## src/rtl/filtro_decim.sv

```systemverilog
// Streaming 7-tap fixed-coefficient filter with optional 2:1 decimation, rounding and saturation.
// Three lock-step stages (delay line, partial sums, final add) that all hold together under backpressure.
module filtro_decim #(
    parameter int DATA_WIDTH = 8,
    parameter bit ROUND      = 1'b0,
    parameter bit SAT        = 1'b1
) (
    input  logic                         clk,
    input  logic                         rst_n,
    input  logic                         clear,
    input  logic                         decim_en,
    input  logic                         in_valid,
    output logic                         in_ready,
    input  logic signed [DATA_WIDTH+1:0] in_data,
    output logic                         out_valid,
    input  logic                         out_ready,
    output logic signed [DATA_WIDTH+1:0] out_data
);
    localparam int W  = DATA_WIDTH + 2;
    localparam int AW = DATA_WIDTH + 11;
    localparam logic signed [AW-1:0] RND  = AW'(ROUND ? 32 : 0);
    localparam logic signed [AW-1:0] MAXV = AW'((1 << (W - 1)) - 1);
    localparam logic signed [AW-1:0] MINV = AW'(-(1 << (W - 1)));

    logic signed [W-1:0]  tap_reg [7];
    logic [2:0]           fill_reg;
    logic                 phase_reg;
    logic                 win_valid_reg;
    logic                 s1_valid_reg;
    logic signed [AW-1:0] grp_reg [3];

    logic                 stall;
    logic                 accept;
    logic                 emit;
    logic signed [AW-1:0] t [7];
    logic signed [AW-1:0] grp_next [3];
    logic signed [AW-1:0] sum;
    logic signed [AW-1:0] y;
    logic signed [W-1:0]  y_out;

    assign stall    = out_valid & ~out_ready;
    assign in_ready = ~stall & ~clear;
    assign accept   = in_valid & in_ready;
    // Only full windows are emitted; in decimation mode only those arriving on phase 0.
    assign emit     = accept & (fill_reg >= 3'd6) & (~decim_en | ~phase_reg);

    for (genvar gi = 0; gi < 7; gi++) begin : g_ext
        assign t[gi] = {{(AW - W){tap_reg[gi][W-1]}}, tap_reg[gi]};
    end

    // Coefficients 1,-5 | 17,58 | -10,4,-1 as shift-add; 58 = 64 - 4 - 2.
    always_comb begin
        grp_next[0] = t[0] - (t[1] <<< 2) - t[1];
        grp_next[1] = (t[2] <<< 4) + t[2] + (t[3] <<< 6) - (t[3] <<< 2) - (t[3] <<< 1);
        grp_next[2] = (t[5] <<< 2) - (t[4] <<< 3) - (t[4] <<< 1) - t[6];
    end

    always_comb begin
        sum = grp_reg[0] + grp_reg[1] + grp_reg[2] + RND;
        y   = sum >>> 6;
        if (SAT && (y > MAXV)) begin
            y_out = MAXV[W-1:0];
        end else if (SAT && (y < MINV)) begin
            y_out = MINV[W-1:0];
        end else begin
            y_out = y[W-1:0];
        end
    end

    always_ff @(posedge clk or negedge rst_n) begin
        if (!rst_n) begin
            for (int i = 0; i < 7; i++) tap_reg[i] <= '0;
            fill_reg      <= '0;
            phase_reg     <= 1'b0;
            win_valid_reg <= 1'b0;
        end else if (clear) begin
            for (int i = 0; i < 7; i++) tap_reg[i] <= '0;
            fill_reg      <= '0;
            phase_reg     <= 1'b0;
            win_valid_reg <= 1'b0;
        end else if (!stall) begin
            win_valid_reg <= emit;
            if (accept) begin
                tap_reg[0] <= in_data;
                for (int i = 1; i < 7; i++) tap_reg[i] <= tap_reg[i-1];
                if (fill_reg != 3'd7) fill_reg <= fill_reg + 3'd1;
                phase_reg <= ~phase_reg;
            end
        end
    end

    always_ff @(posedge clk or negedge rst_n) begin
        if (!rst_n) begin
            for (int i = 0; i < 3; i++) grp_reg[i] <= '0;
            s1_valid_reg <= 1'b0;
        end else if (clear) begin
            s1_valid_reg <= 1'b0;
        end else if (!stall) begin
            for (int i = 0; i < 3; i++) grp_reg[i] <= grp_next[i];
            s1_valid_reg <= win_valid_reg;
        end
    end

    // out_data only moves when a real result arrives, so it stays put across bubbles.
    always_ff @(posedge clk or negedge rst_n) begin
        if (!rst_n) begin
            out_valid <= 1'b0;
            out_data  <= '0;
        end else if (clear) begin
            out_valid <= 1'b0;
        end else if (!stall) begin
            out_valid <= s1_valid_reg;
            if (s1_valid_reg) out_data <= y_out;
        end
    end
endmodule

```

## config.mk

```make
export PLATFORM = sky130hd
export DESIGN_NAME = filtro_decim
export DESIGN_NICKNAME = d
export VERILOG_FILES = /design/src/rtl/filtro_decim.sv
export SDC_FILE = /design/constraint.sdc
export NUM_CORES = 1
export LEC_CHECK = 0
export BUFFER_PORTS_ARGS = -buffer_cell sky130_fd_sc_hd__clkbuf_2
export CAP_MARGIN = 15
export CORE_MARGIN = 1
export CORE_UTILIZATION = 57
export DETAILED_ROUTE_END_ITERATION = 7
export PLACE_DENSITY = 0.82
export SLEW_MARGIN = 10
export SYNTH_ARGS = -nofsm -noshare
export SYNTH_HDL_FRONTEND = slang
export SYNTH_SLANG_ARGS = --single-unit
```

## constraint.sdc

```tcl
create_clock -name clk -period 3.9 [get_ports clk]
set_input_delay 0.78 -clock clk [delete_from_list [all_inputs] [get_ports clk]]
set_output_delay 0.78 -clock clk [all_outputs]
set_load 0.01 [all_outputs]
```

==> key figures, run 1 <==
Logic synthesis
  – Ys async rst share: 100.0%
  – Synth warnings: 0
  – Sequential-to-total area share from yosys stat: 37.62%
  – Distinct cells, synth: 53
  – Main synth FF type: dfrtp_1
  – Synth top area cells: dfrtp_1, fa_1, ha_1
  – Most frequent cell after synthesis: dfrtp_1
  – FF+latch count, synth: 136
  – Mean Syn Cell Area: about 11 µm²
  – Dominant cell type by area after synthesis: dfrtp_1
  – Post-synth top area share: 37.62%
  – Syn Nets: 1012
  – Post-Syn Area: 9047 µm²
  – Post-synth top cells: dfrtp_1, inv_1, fa_1
  – Post-synth EDFFs: 0
  – Mapped Cells: 849

Timing
  – FMAX: 0.2566 GHz
  – Final period utilization: 99.94%
  – Post-layout min period: 3898 ps
  – Final-report setup violation count: 0
  – Clock Skews: 6.190 ps
  – Setup TNS Final: 0 ps
  – Slew @ Worst Pin: about 860 ps
  – Worst slew margin: 42.35%
  – Final hold violation count: 0
  – RSZ-0062 raised after global routing: true
  – Final Max Tran Viols: 0

Floorplanning
  – Die X-Extent: 128.0 µm
  – I/O pin total: 28
  – Total die area: 16380 µm²
  – Std-Cell Rows: 45
  – Core ar.: 15370 µm²
  – Initial Utilization: 58.86%
  – DIE HEIGHT: 128.0 µm

Critical path
  – CP Max Fanout: 2
  – Worst Setup Path Type: flop to flop
  – Worst setup EP type: flop
  – Crit path arrival time: 4180 ps
  – CP required: 4180 ps
  – CP startpoint kind: flop

Global routing
  – Initial antenna violation count: 0
  – Vias in the first global route: around 6400
  – Gr ovfl total: 0
  – First-pass GRT wire length: between 30000 and 40000 µm
  – Gr usage total: 25.41%
  – Largest net degree at the start of global routing: 95

Detailed routing
  – 1st-pass router iterations: 4
  – Routed Antenna Nets: 0
  – Vias: 6355
  – Via-per-instance ratio: between 5 and 6
  – DRC: 0
  – Total Wirelength: between 15000 and 20000 µm
  – Iter 0 DRT Violations: 376
  – DR WL/cell: 17.73 µm

CTS
  – Hold Buf Count CTS: 0
  – Sink Count: 136
  – CTS Buffer Depth: 2
  – CTS Buf Count: 17
  – Root Buffer: clkbuf_16
  – H-tree depth: 4
  – CTS tree: done
  – Worst-Skew Late Latency: 430 ps
  – CTS clock-pin slew for the worst setup and hold paths: around 60 ps

Outcome
  – Status: finished clean

Final layout
  – Largest register FFs: 70
  – Area Overhead vs Synth: 15.52%
  – Multi-input gate area: 5276 µm²
  – Nets@finish: roughly 1100
  – Design Area, Final: 10450 µm²
  – Fillers: 1078
  – Ant diodes: 0
  – Layout cells sized above 1: 14.14%
  – Register area: between 3000 and 4000 µm²

Pwr
  – Internal Pwr Total: 3.712 mW
  – Flop pwr share: ~30%
  – Net Sw Power: between 1.5 and 2 mW
  – Power per cell area: 531.6 nW/µm²
  – Logic pwr share: 35.4%
  – P_leak: 4.778 nW
  – Net Sw Frac: 33.18%
  – Clock power share: about 34%
  – Peak supply drop: roughly 370 µV

Flow run
  – Max-Cap Viols: 0

Placed design
  – Placed cell area: 9573 µm²
  – PortBufs: 27
  – Routability congestion estimate from global placement: a little under 0.9
  – DP HPWL: about 14000 µm

Hold path
  – Type of the most critical hold path: primary input to asynchronous set/reset pin
## final timing paths
check | to | from | slack (ps) | depth (start not counted)
max | grp_reg[32] | t[60] | 2 | 15
min | out_data[9] | rst_n | 420 | 1
max reg2reg | grp_reg[32] | t[60] | 2 | 15
min reg2reg | grp_reg[33] | grp_reg[33] | 480 | 2
max in group asynchronous | t[43] | rst_n | 2720 | 2
min in group clk | grp_reg[33] | grp_reg[33] | 480 | 2
## critical path: stages (launching register included)
cell and delay [ps]:
dfrtp_1 360, inv_2 60, fa_1 550, fa_1 460, ha_4 260, buf_4 140
fa_1 450, a21o_1 210, a21oi_2 180, o21bai_1 110, a21oi_2 200, o21bai_1 130
a41oi_2 200, nor2b_2 190, xor2_1 150, o21ai_0 90
## metal layers
metal / vias to the layer above / routed length (µm) / track usage (%) / share of wire, %
met3: 23 / 812 / 5.092 / 4.1
li1: 2987 / - / - / -
met5: - / 0 / 0 / 0
met1: 3202 / 8957 / 33.58 / 45
met2: 143 / 9765 / 42.62 / 49
met4: 0 / 255 / 7.474 / 1.3
## power by group through the flow
stage / clock network, mW / logic [mW] / registers, mW
CTS: 1.93 / 1.90 / 1.68
finish: 1.91 / 1.97 / 1.68
detailed placement: 0 / 1.82 / 1.70
floorplan: 0 / 1.51 / 1.64
global placement: 0 / 1.78 / 1.69
global route: 2.00 / 2.20 / 1.69
## cells in the final DEF, fill, tap and decap left out, types with 3 or more instances in the layout
cell and count:
nor2_1 33, o21a_1 6, a211o_1 4, a21boi_0 5, o21bai_1 3, a21oi_1 29, o21ai_0 49, and3_1 3
o31ai_1 7, ha_1 65, buf_4 24, or2_2 4, xor2_1 13, clkbuf_16 17, or3_1 6, and2_1 3
bufinv_16 7, nor2b_1 5, fa_1 73, inv_1 110, nand2_1 74, buf_12 3, clkbuf_2 26, a22o_1 71
a21oi_2 4, xnor2_1 24, inv_2 3, a21o_1 10, dfrtp_1 136, nor3_1 7, ha_4 7, a31oi_1 9
nand3_1 12
## layout make-up
cell class | instances | share of cell area, %
multi-input combinational | 570 | 50.48
sequential | 136 | 32.56
clock buffer | 20 | 4.370
inverter | 113 | 4.058
timing repair buffer | 54 | 3.651
tap | 211 | 2.526
clock inverter | 12 | 2.346
## per-stage QoR
| step | worst slack (ps) | std cells | power (mW) | hold slack (ps) | util (%) |
|---|---|---|---|---|---|
| floorplan | 11.90 | 849 | 3.156 | 448.5 | - |
| global placement | -24.93 | 1082 | 3.465 | 461.1 | 62.28 |
| detailed placement | -142.8 | 1082 | 3.520 | 472.0 | 62.28 |
| CTS | 1.382 | 1115 | 5.505 | 459.9 | 67.18 |
| global route | -111.8 | 1116 | 5.895 | 481.2 | 67.99 |
| finish | 2.332 | 1116 | 5.556 | 418.1 | 67.99 |
## what timing repair did
item / in CTS / in global routing
setup endpoints to repair: 5 / 11
pin swaps: 4 / 17
cloned: 0 / 0
setup buffers: 1 / 1
resized for setup: 8 / 18
## kinds of logic after synthesis
family / share of synthesized area [%]
simple gates: 8.118
flops: 37.62
buf+inv: 6.016
mux: 0.1245
xor+xnor: 3.582
fa+ha+maj: 26.55
compound gates: 17.99
Note: power is estimated with default switching activity, not from simulation.
==> run 2: changes to the inputs <==
--- a/config.mk
+++ b/config.mk
@@ -11,6 +11,7 @@
 export CORE_UTILIZATION = 57
 export DETAILED_ROUTE_END_ITERATION = 7
 export PLACE_DENSITY = 0.82
+export REMOVE_ABC_BUFFERS = 1
 export SLEW_MARGIN = 10
 export SYNTH_ARGS = -nofsm -noshare
 export SYNTH_HDL_FRONTEND = slang
==> constraint.sdc (replaced) <==
create_clock -name clk -period 3.9 [get_ports clk]
set_input_delay 0.78 -clock clk [delete_from_list [all_inputs] [get_ports clk]]
set_output_delay 0.78 -clock clk [all_outputs]
set_load 0.1 [all_outputs]
==> key figures, run 2 (synthesized netlist as in run 1, its figures left out) <==
Final layout
  – Layout Cells excl Fill: between 1000 and 1500
  – Commonest non-fill, non-tap cell in the layout: dfrtp_1
  – Layout cells sized above 1: 15.64%
  – Ant diodes: 0
  – Most frequent cells in the layout: dfrtp_1, inv_1, nand2_1
  – Design Area, Final: approximately 11000 µm²
  – Final Core Density: 68.31%
  – Area Overhead vs Synth: 16.06%
  – Nets@finish: 1072
  – Largest register FFs: 70

Timing
  – Final-report setup violation count: 7
  – Final Max Tran Viols: 0
  – Setup ws final: -253.9 ps
  – Worst slew margin: 45.60%
  – Slew @ Worst Pin: about 800 ps
  – Clock Skews: slightly below 8 ps
  – FMAX: 0.2407 GHz
  – Final period utilization: 106.5%
  – Final hold violation count: 0
  – Post-layout min period: 4154 ps
  – RSZ-0062 raised after global routing: true

Floorplanning
  – Die X-Extent: 128.0 µm
  – I/O pin total: 28
  – Core ar.: 15370 µm²
  – Std-Cell Rows: 45
  – Initial Utilization: 58.86%
  – Total die area: 16380 µm²
  – DIE HEIGHT: 128.0 µm

Global routing
  – Initial antenna violation count: 0
  – Gr usage total: 26.46%
  – Vias in the first global route: 6768
  – Largest net degree at the start of global routing: 75
  – Gr ovfl total: 0
  – First-pass GRT wire length: 32970 µm

Placed design
  – DP HPWL: 13430 µm
  – Routability congestion estimate from global placement: 0.8558
  – Post-Place Cells: approximately 1100
  – Placed cell area: 9653 µm²
  – PortBufs: 27
  – Pre-CTS setup slack: -233.9 ps

Pwr
  – Peak supply drop: 350.6 µV
  – Final Power: 5.584 mW
  – P_leak: ~4.8 nW
  – Power per cell area: roughly 530 nW/µm²

Critical path
  – R2R cell count: 14
  – R2r setup slk: -250 ps
  – Worst setup EP type: flop
  – CP required: roughly 4300 ps
  – Crit path arrival time: roughly 4500 ps
  – Worst Setup Path Type: flop to flop
  – CP startpoint kind: flop
  – R2r endpoint: grp_reg[35]
  – Reg-to-reg startpoint: t[60]
  – CP Max Fanout: 4

Detailed routing
  – Total Wirelength: ~21000 µm
  – Routed Antenna Nets: 0
  – DR WL/cell: roughly 19 µm
  – 1st-pass router iterations: 5
  – Iter 0 DRT Violations: 489
  – Vias: 6712
  – DRC: 0
  – Via-per-instance ratio: 5.929

CTS
  – CTS clock-pin slew for the worst setup and hold paths: 60 ps
  – Worst-Skew Late Latency: between 400 and 500 ps
  – Root Buffer: clkbuf_16
  – CTS tree: done
  – Sink Count: 136
  – CTS Buf Count: 17
  – CTS Buffer Depth: 2
  – Hold Buf Count CTS: 0
  – H-tree depth: 4

Outcome
  – Status: finished with violations
  – Failing checks: negative setup slack

Flow run
  – Max-Cap Viols: 0

Hold path
  – Type of the most critical hold path: primary input to asynchronous set/reset pin
-- run 2: cell types whose count changed in the layout (fill, tap and decap cells not counted), moves of 2 or more --
cell,change
o21ai_0,-3
clkinv_2,+2
clkinvlp_4,+2
buf_4,+19
ha_1,+2
clkinv_4,-2
bufinv_16,-2
o21ai_1,+3
ha_4,-2
-- run 2: metal layers --
| layer | routed length (µm) | up-vias | global-route usage, % |
|---|---|---|---|
| met5 | 0 | - | 0 |
| met2 | 10850 | 196 | 44.12 |
| li1 | - | 3014 | - |
| met3 | 917 | 75 | 4.132 |
| met4 | 786 | 0 | 11.56 |
| met1 | 8916 | 3427 | 34.50 |
-- run 2: worst max path at each step --
stage / startpoint / to / cells after the start
4_1_cts: t[62] / grp_reg[35] / 12
3_5_place_dp: t[59] / grp_reg[35] / 14
3_3_place_gp: t[59] / grp_reg[35] / 14
5_1_grt: t[60] / grp_reg[31] / 16
6_report: t[60] / grp_reg[35] / 14
2_1_floorplan: out_valid / phase_reg / 5
-- run 2: where the power goes --
part / internal, mW / total [mW] / switching, mW
registers: 1.54 / 1.66 / 0.125
clock network: 1.14 / 1.78 / 0.636
logic: 0.905 / 2.14 / 1.24
-- run 2: timing repair --
action / 4_1_cts / 5_1_grt
endpoints found under the hold margin: 0 / 0
gates cloned: 0 / 0
pin swaps: 11 / 17
resized for setup: 8 / 25
buffers inserted: 2 / 5
setup endpoints to repair: 5 / 13
-- run 2: area by class of cell --
| class | instances | area, µm² |
|---|---|---|
| clock buffer | 18 | 439.2 |
| clock inverter | 13 | 201.4 |
| fill | 1039 | 4871 |
| inverter | 113 | 424.2 |
| multi-input combinational | 570 | 5269 |
| sequential | 136 | 3403 |
| tap | 211 | 264.0 |
| timing repair buffer | 71 | 499.2 |
-- run 2: metrics by stage --
step	hold slack, ps	TNS (ps)
2_1_floorplan	448.5	-92300
3_3_place_gp	465.2	-105.7
3_5_place_dp	469.7	-595.8
4_1_cts	363.8	0
5_1_grt	385.2	-1946
6_report	335.7	-1139
-- run 2: worst max-delay path, stage by stage, from the launching register on --
cell,delay [ps]
dfrtp_1,370
inv_2,60
buf_4,130
fa_2,460
fa_1,450
fa_1,560
ha_4,220
inv_1,90
o21bai_2,130
a2111oi_4,530
nor3_2,130
o31ai_2,340
a21boi_2,130
or3b_1,380
nand3_1,90
==> run 3: changes to the inputs <==
--- a/config.mk
+++ b/config.mk
@@ -10,7 +10,7 @@
 export CORE_MARGIN = 1
 export CORE_UTILIZATION = 57
 export DETAILED_ROUTE_END_ITERATION = 7
-export PLACE_DENSITY = 0.82
+export PLACE_DENSITY = 0.75
 export REMOVE_ABC_BUFFERS = 1
 export SLEW_MARGIN = 10
 export SYNTH_ARGS = -nofsm -noshare
==> key figures, run 3 (synthesized netlist as in run 1, its figures left out) <==
Detailed routing
  – Via-per-instance ratio: 5.581
  – Vias: approximately 6300
  – DR WL/cell: 16.75 µm
  – Iter 0 DRT Violations: 294
  – DRC: 0
  – Routed Antenna Nets: 0
  – 1st-pass router iterations: 5
  – Total Wirelength: 18810 µm

Critical path
  – Crit path arrival time: 4210 ps
  – CP required: 4250 ps
  – Worst Setup Path Type: flop to flop
  – Slowest CP cell: fa_1
  – CP startpoint kind: flop
  – Worst setup EP type: flop
  – CP Max Fanout: 4
  – Critical Path, Cell by Cell: fa_1, fa_1, ha_1, ha_1, a21o_1, a21oi_2, o21bai_2, a2111oi_4, nor3_2, o31ai_2, a21boi_2, or3b_1, nand3_1
  – Max incr delay on CP: roughly 560 ps

Final layout
  – Ant diodes: 0
  – Commonest non-fill, non-tap cell in the layout: dfrtp_1
  – Layout cells sized above 1: 14.25%
  – Most frequent cells in the layout: dfrtp_1, inv_1, nand2_1
  – Nets@finish: 1064
  – Largest register FFs: 70
  – Fillers: 1159
  – Area Overhead vs Synth: 14.91%

Floorplanning
  – Core ar.: 15370 µm²
  – Initial Utilization: 58.86%
  – I/O pin total: 28
  – Die X-Extent: 128.0 µm
  – DIE HEIGHT: 128.0 µm
  – Std-Cell Rows: 45
  – Total die area: 16380 µm²

Global routing
  – Vias in the first global route: 6596
  – Initial antenna violation count: 0
  – First-pass GRT wire length: about 32000 µm
  – Gr usage total: about a quarter
  – Largest net degree at the start of global routing: between 80 and 90
  – Gr ovfl total: 0

Placed design
  – Pre-CTS setup slack: -206.1 ps
  – PortBufs: 27
  – DP HPWL: 13160 µm
  – Routability congestion estimate from global placement: 0.7983

CTS
  – CTS tree: done
  – CTS Buf Count: 17
  – CTS clock-pin slew for the worst setup and hold paths: 60 ps
  – Worst-Skew Late Latency: 420 ps
  – H-tree depth: 4
  – Sink Count: 136
  – Root Buffer: clkbuf_16
  – CTS Buffer Depth: 2

Timing
  – Setup ws final: between 40 and 50 ps
  – Final hold violation count: 0
  – Final Max Tran Viols: 0
  – Final-report setup violation count: 0
  – FMAX: 0.2594 GHz
  – Clock Skews: 6.187 ps
  – Final hold slack: between 300 and 400 ps
  – Worst slew margin: 42.86%
  – Final period utilization: 98.84%
  – Post-layout min period: 3855 ps
  – Slew @ Worst Pin: roughly 860 ps
  – RSZ-0062 raised after global routing: true

Outcome
  – Status: finished clean

Pwr
  – Internal Pwr Total: roughly 3.6 mW
  – Flop pwr share: 30.6%
  – Final Power: 5.403 mW
  – Net Sw Power: 1.803 mW
  – Power per cell area: between 500 and 600 nW/µm²
  – Peak supply drop: 399.3 µV
  – Logic pwr share: between 30% and 40%
  – Clock power share: 32.3%
  – Net Sw Frac: about a third
  – P_leak: 4.793 nW

Flow run
  – Max-Cap Viols: 0

Hold path
  – Type of the most critical hold path: primary input to asynchronous set/reset pin
[run 3: final cells by class]
type	count	area [µm²]	share of cell area (%)
Multi-Input combinational cell	570	5220	50.21
Sequential cell	136	3403	32.74
Clock buffer	21	460.4	4.429
Timing Repair Buffer	63	451.7	4.345
Inverter	113	424.2	4.080
Tap cell	211	264.0	2.539
Clock inverter	9	172.7	1.661
[run 3: stage by stage]
step	area, µm²	cells	TNS [ps]	utilization [%]
CTS	10310	1122	0	67.07
finish	10400	1123	0	67.64
global route	10400	1123	-359.9	67.64
global placement	9635	1090	-133.5	62.69
detailed placement	9635	1090	-458.2	62.69
floorplan	8927	819	-92300	-
[run 3: routing by layer]
metal	global-route usage [%]	up-vias	wire length, µm
li1	-	3003	-
met1	32.83	3144	8511
met2	42.90	103	9348
met3	4.424	18	604
met4	7.889	0	342
met5	0	-	0
[run 3: path summary, 6_finish.rpt]
| check | from | endpoint | slack [ps] | cells past startpoint |
|---|---|---|---|---|
| setup / recovery | t[76] | grp_reg[35] | 50 | 13 |
| hold reg to reg | grp_reg[14] | grp_reg[14] | 480 | 2 |
| hold / removal | rst_n | out_valid | 400 | 1 |
| max in group asynchronous | rst_n | grp_reg[32] | 2710 | 2 |
| min in group clk | grp_reg[14] | grp_reg[14] | 480 | 2 |
| setup reg to reg | t[76] | grp_reg[35] | 50 | 13 |
[run 3: power groups by stage]
stage               Sequential [mW]  Clock, mW  Combinational [mW]
finish                         1.65       1.74                2.01
global route                   1.67       1.82                2.27
CTS                            1.65       1.77                1.97
detailed placement             1.67          0                1.92
global placement               1.67          0                1.88
floorplan                      1.65          0                1.45
[run 3: what timing repair did]
action,4_1_cts,5_1_grt
hold endpoints to repair,0,0
gates resized for setup,7,21
cloned,0,0
endpoints found under the setup margin,6,12
buffers inserted,2,2
hold buffers,0,0
pin swaps,5,18
[run 3: critical path, delay by kind of cell, from the launching register on]
| kind | cells | cell delay, ps |
|---|---|---|
| adders and majority gates | 4 | 1550 |
| DFF | 1 | 400 |
| and+or+nand+nor | 3 | 550 |
| AOI/OAI and AO/OA | 6 | 1290 |
